==> config.mk <==
export PLATFORM = sky130hd
export DESIGN_NAME = serial_paralelo_rx
export DESIGN_NICKNAME = d
export VERILOG_FILES = /design/src/rtl/serial_paralelo_rx.sv
export SDC_FILE = /design/constraint.sdc
export NUM_CORES = 1
export LEC_CHECK = 0
export BUFFER_PORTS_ARGS = -buffer_cell sky130_fd_sc_hd__buf_2
export CELL_PAD_IN_SITES_DETAIL_PLACEMENT = 0
export CELL_PAD_IN_SITES_GLOBAL_PLACEMENT = 1
export CORE_AREA = 2 2 50 52
export CTS_BUF_LIST = sky130_fd_sc_hd__clkbuf_4
export DETAILED_ROUTE_END_ITERATION = 8
export DIE_AREA = 0 0 52 54
export PLACE_DENSITY_LB_ADDON = 0.12
export SETUP_SLACK_MARGIN = 0.1
export SLEW_MARGIN = 20
export SYNTH_ARGS = -nofsm -noshare
export SYNTH_HDL_FRONTEND = slang
export SYNTH_SLANG_ARGS = --single-unit
==> constraint.sdc <==
create_clock -name clk_32f -period 3.2 [get_ports clk_32f]
set_clock_uncertainty 0.15 [all_clocks]
set_input_delay 0.64 -clock clk_32f [delete_from_list [all_inputs] [get_ports clk_32f]]
set_output_delay 0.64 -clock clk_32f [all_outputs]
set_load 0.05 [all_outputs]
==> src/rtl/serial_paralelo_rx.sv <==
// Serial-to-parallel receiver with comma alignment.
// Hunts for the COM symbol bit by bit, then requires SYNC_COUNT aligned
// COM bytes before declaring the link active. Once active, every non-COM
// byte is presented on dataOut with a validOut flag. COM bytes act as idle
// filler and clear validOut.
module serial_paralelo_rx #(
    parameter logic [7:0] COM        = 8'hBC,
    parameter int         SYNC_COUNT = 4
) (
    input  logic       clk_32f,
    input  logic       reset,
    input  logic       data_in,
    output logic [7:0] dataOut,
    output logic       validOut,
    output logic       byte_stb,
    output logic       active
);

    localparam logic [3:0] SYNC_TARGET = 4'(SYNC_COUNT);

    typedef enum logic [1:0] {
        SEARCH,
        COUNT,
        ACTIVE
    } RxState;

    RxState     state;
    RxState     stateNext;
    logic [7:0] shiftReg;
    logic [7:0] nxt;
    logic [2:0] bitCnt;
    logic [2:0] bitCntNext;
    logic [3:0] comCnt;
    logic [3:0] comCntNext;
    logic [3:0] comInc;
    logic       boundary;
    logic [7:0] dataNext;
    logic       validNext;
    logic       stbNext;
    logic       activeNext;

    // Register every piece of receiver state; reset restarts the alignment hunt.
    always_ff @(posedge clk_32f or negedge reset) begin
        if (!reset) begin
            state    <= SEARCH;
            shiftReg <= 8'h00;
            bitCnt   <= 3'd0;
            comCnt   <= 4'd0;
            dataOut  <= 8'h00;
            validOut <= 1'b0;
            byte_stb <= 1'b0;
            active   <= 1'b0;
        end else begin
            state    <= stateNext;
            shiftReg <= nxt;
            bitCnt   <= bitCntNext;
            comCnt   <= comCntNext;
            dataOut  <= dataNext;
            validOut <= validNext;
            byte_stb <= stbNext;
            active   <= activeNext;
        end
    end

    // Decide alignment, COM counting and data capture from the byte that the
    // current edge completes (nxt already includes the incoming bit).
    always_comb begin
        nxt        = {shiftReg[6:0], data_in};
        boundary   = (bitCnt == 3'd7);
        comInc     = (comCnt >= SYNC_TARGET) ? comCnt : comCnt + 4'd1;
        stateNext  = state;
        bitCntNext = bitCnt + 3'd1;
        comCntNext = comCnt;
        dataNext   = dataOut;
        validNext  = validOut;
        stbNext    = boundary && (state != SEARCH);
        activeNext = active;

        case (state)
            SEARCH: begin
                if (nxt == COM) begin
                    bitCntNext = 3'd0;
                    if (SYNC_TARGET <= 4'd1) begin
                        stateNext  = ACTIVE;
                        comCntNext = 4'd0;
                        activeNext = 1'b1;
                    end else begin
                        stateNext  = COUNT;
                        comCntNext = 4'd1;
                    end
                end
            end
            COUNT: begin
                if (boundary) begin
                    if (nxt == COM) begin
                        if (comInc == SYNC_TARGET) begin
                            stateNext  = ACTIVE;
                            comCntNext = 4'd0;
                            activeNext = 1'b1;
                        end else begin
                            comCntNext = comInc;
                        end
                    end else begin
                        stateNext  = SEARCH;
                        comCntNext = 4'd0;
                    end
                end
            end
            ACTIVE: begin
                if (boundary) begin
                    validNext = (nxt != COM);
                    if (nxt != COM) begin
                        dataNext = nxt;
                    end
                end
            end
            default: begin
                stateNext = SEARCH;
            end
        endcase
    end

endmodule

; ---- Word-level counts from Yosys, hierarchy flattened
; Cells that the tools add are included.
[word_totals]
regBits = 27
output_inout_bits = 11
[op_classes]
n_addsub = 2
magnitude_cmp = 1
n_eq_ne = 9
n_mux = 13
n_bitwise = 1
reduce_logical = 9
[ops]
columns = op, count
row1 = 2-to-1 mux 4 bit, 5
row2 = "equality test 8 bit, second input constant", 1
row3 = 2-to-1 mux 2 bit, 4
row4 = "inequality test 8 bit, second input constant", 1
row5 = one-hot mux 4 bit (2 select lines), 1
row6 = AND reduction 4 bit, 2
row7 = 2-to-1 mux 3 bit, 2
row8 = one-hot mux 2 bit (3 select lines), 1
row9 = AND reduction 3 bit, 2
row10 = "adder 4 x 1 -> 4 bit, second input constant", 1
row11 = "equality test 4 x 3 -> 1 bit, second input constant", 1
row12 = "greater-or-equal comparator 4 x 3 -> 1 bit, second input constant", 1
row13 = "inequality test 2 bit, second input constant", 2
row14 = nonzero test 2 bit, 2
row15 = "adder 3 x 1 -> 3 bit, second input constant", 1
row16 = "equality test 3 bit, second input constant", 1
row17 = "inequality test 3 bit, second input constant", 1
row18 = "equality test 2 x 1 -> 1 bit, second input constant", 1
row19 = "equality test 2 bit, second input constant", 1
row20 = logical NOT 2 bit, 1
row21 = AND reduction 2 bit, 1
row22 = logical AND 1 bit, 1
row23 = inverter 1 bit, 1

; ---- Longest topological paths before layout
[logic_depth]
word_depth = 7
mapped_depth = 6
mapped_depth_nobuf = 6

; ---- Least setup slack after synthesis
; OpenSTA, ideal clock, no wires.
[synth_path]
kind = flip-flop to flip-flop
from = register bitCnt[0]
to = register dataOut[0]
setup_time_ns = 0.125
arrival_ns = 1.415
required_time_ns = 2.925
setup_slack_ns = 1.510
stages_incl_launch_ff = 6
n_path_buf = 0
period_less_slack_ns = 1.690
path_cell_list = dfrtp_1 ha_1 ha_1 nand2_1 nor2_2 mux2_2
[synth_between]
elab_chain_cells = 2
[synth_lines]
columns = element, line
row1 = "start, declared", 31  ; logic [2:0] bitCnt;
row2 = "start signal, assigned", 56  ; bitCnt <= bitCntNext;
row3 = equality test 3 bit, 69  ; boundary = (bitCnt == 3'd7);
row4 = AND reduction 3 bit (no source line), -
row5 = "end signal, assigned", 58  ; dataOut <= dataNext;
row6 = "end, declared", 13  ; output logic [7:0] dataOut,
; Every way passes these cells.
; A chain may end at the register's enable or synchronous reset.

; ---- Final worst setup path
[layout_path]
from = register shiftReg[5]
to = register dataOut[0]
[layout_between]
elab_chain_cells = 2
[layout_lines]
columns = element, line
row1 = "start, declared", 29  ; logic [7:0] shiftReg;
row2 = "start signal, assigned", 55  ; shiftReg <= nxt;
row3 = inequality test 8 bit, 112  ; if (nxt != COM) begin
row4 = AND reduction 3 bit (no source line), -
; Every way passes these cells.

==> metrics.txt <==
Post-Synthesis Net Count=87; total clock sinks=27; Max VDD drop=~0.0003 V; part of the Yosys area used for sequential elements=0.609; Leakage Power=0.585 nW; synth unique cells=33; maximum operating frequency=about 0.5 GHz; RePlAce Congestion=0.688; Critical R2R Capture=dataOut[0]; buffer levels on the longest clock path=2; full die area=around 2800 sq um; cell type of the slowest stage on the worst timing path=nor4_4; hold bufs inserted after CTS=0; largest fanout on the critical path=11; post-cts sizing count=0; routing usage on met3=0.0333; number of hold violations in the final report=0; Detailed Routing Iterations Pass 1=3; most frequent cells in the layout=27 x dfrtp_1, 13 x buf_2, 8 x mux2_2; final critical-path setup slack=approximately 1.2 ns; critical path arrival=just over 2 ns; class of the tightest hold or removal check=input pin to async pin; warnings from Yosys=0; GRT Util Overall=0.155; Setup crit start=shiftReg[5]; detail-routed via count per cell=5.42; Routed Antenna Nets=0; Core Region=2320 sq um; aggregate negative setup slack=0 ns; Clk Latency, worst-skew pair=around 0.31 ns; capturing element type of the critical path=register; flip-flop and latch area=676 sq um; Pins Over Slew Limit=0; final setup violating endpoints=0; detail-routed net length per standard cell=13.8 um; setup repair after global routing missed its margin=no; vias=around 680; deepest level of the CTS H-tree=1; slew at the pin closest to its max-slew limit=between 0.5 and 0.6 ns; DR iter-0 viols=10; outcome=complete, no violations; routed wire length=1740 um; number of antenna violations at the first check in global routing=0; vias in the first global route=roughly 700; worst flop-to-flop path startpoint=shiftReg[5]; total overflow reported by the global router=0; type of the worst setup path=register to register; Most Crowded Layer GR=met2; number of synthesized register bits=27; total number of placement rows=18; root buffer cell=clkbuf_4; antenna diode instance count=0; hpwl dp=approximately 1300 um; overall die height=~54 um; number of filler instances in the final layout=approximately 220; maxcap violations=0; fin crit share=0.623; area used by multi-input combinational logic=408 sq um; die span in x=52 um; depth of the worst register-to-register path=4; count of input and output buffers=13; # IOs=14; share of cells above drive strength 1=0.333; Final Net Count=~100; netlist area before placement=1110 sq um; met1 routing resource usage after global routing=0.199; worst slack at placement=around 1.0 ns; area growth from synthesis to layout=10.3%; wire length of the first global-routing pass=3150 um; power density of the placed cells=around 500 nW/um^2; TritonCTS clock tree=yes; Avg Inst Size Synth=around 14 sq um; global-route met2 utilization=0.262; setup slack on the worst flop-to-flop path=between 1 and 1.5 ns; Clock transition at path regs=about 0.13 ns; chain of cells forming the critical path=nand4b_1 > nor4_4 > nor2_2 > mux2_2; Post-CTS Repair Setup Buffers=0; delay of the slowest cell on the worst path=0.54 ns; number of buffers created by CTS=3; shortest period the worst path allows=1.99 ns; final routed DRC violation total=0; destination of the critical timing path=dataOut[0]; synthesized netlist cell count=a little over 80; largest net degree at the start of global routing=28; endpoint required time on the critical path=3.26 ns; initial cell density of the core=0.478; worst relative slew slack=0.613; Setup crit start kind=register; most common cell after layout, fill and taps aside=dfrtp_1
[routing by layer]
layer | up-vias | part of all wire
met1 | 345 | 0.46
met3 | 2 | 0.031
li1 | 327 | -
met4 | 0 | 0.0069
met5 | - | 0
met2 | 9 | 0.50
[final cells by class]
class	count	share of cell area
repair buffers	13	0.0532
flip-flops and latches	27	0.552
inverters	2	0.00613
well taps	30	0.0307
clock buffers	4	0.0245
multi-input cells	50	0.333
[where the power goes]
part           internal (mW)  switching (mW)
combinational         0.0325          0.0373
sequential             0.370          0.0223
clock                 0.0570          0.0893
[synthesized netlist by cell type]
cell type | count | area [sq um]
dfrtp_1 | 27 | 676
mux2_2 | 8 | 90.1
nor2_1 | 5 | 18.8
nand2_1 | 4 | 15.0
o21ai_0 | 4 | 20.0
ha_1 | 3 | 37.5
a31o_2 | 2 | 17.5
and2_1 | 2 | 12.5
inv_1 | 2 | 7.51
a21o_1 | 1 | 7.51
a21oi_1 | 1 | 5.00
a21oi_4 | 1 | 16.3
a22o_1 | 1 | 8.76
a311oi_1 | 1 | 8.76
a31oi_1 | 1 | 6.26
a32o_1 | 1 | 10.0
and2b_1 | 1 | 7.51
buf_4 | 1 | 7.51
buf_6 | 1 | 11.3
nand2b_1 | 1 | 6.26
nand3_1 | 1 | 5.00
nand4b_1 | 1 | 8.76
nand4bb_1 | 1 | 11.3
nor2_2 | 1 | 6.26
nor2b_1 | 1 | 6.26
nor3_1 | 1 | 5.00
nor4_4 | 1 | 21.3
o311a_1 | 1 | 10.0
o311ai_0 | 1 | 8.76
o41a_1 | 1 | 11.3
o41ai_1 | 1 | 8.76
or2_2 | 1 | 6.26
or3b_4 | 1 | 11.3
[stage by stage]
step | hold WS (ns) | instances | cell area (sq um) | utilization | power [mW]
floorplan | 0.194 | 81 | 1110 | - | 0.447
global placement | 0.225 | 122 | 1190 | 0.515 | 0.470
detailed placement | 0.231 | 122 | 1190 | 0.515 | 0.473
CTS | 0.176 | 126 | 1220 | 0.528 | 0.623
global route | 0.188 | 126 | 1220 | 0.528 | 0.652
finish | 0.155 | 126 | 1220 | 0.528 | 0.609
[sequential cells by signal (all words and copies together), names as in the netlist]
| name | count |
|---|---|
| active | 1 |
| bitCnt | 3 |
| byte_stb | 1 |
| comCnt | 4 |
| dataOut | 8 |
| shiftReg | 7 |
| state | 2 |
| validOut | 1 |
[logic make-up (layout without fill, tap and decap cells)]
group / after synthesis / in the layout / synth area share
adder cells (fa/ha/maj): 3 / 3 / 0.0338
AND/OR/NAND/NOR: 22 / 22 / 0.127
buffers and inverters: 4 / 19 / 0.0237
AO/OA/AOI/OAI: 17 / 17 / 0.125
flip-flops: 27 / 27 / 0.609
multiplexers: 8 / 8 / 0.0812
[worst max-delay path, delay by kind of cell (launching register included)]
| family | cells | cell delay (ns) |
|---|---|---|
| flops | 1 | 0.41 |
| mux | 1 | 0.32 |
| simple gates | 3 | 1.01 |
[worst min path at each step]
stage                      startpoint           to  slack (ns)  cells past startpoint
after global routing            reset    comCnt[1]        0.19                      1
final                           reset     byte_stb        0.16                      1
after floorplan                 reset       active        0.19                      0
after detailed placement  shiftReg[5]  shiftReg[6]        0.23                      0
after CTS                       reset    comCnt[1]        0.18                      1
after global placement    shiftReg[5]  shiftReg[6]        0.22                      0
Note: power is estimated with default switching activity, not from simulation.
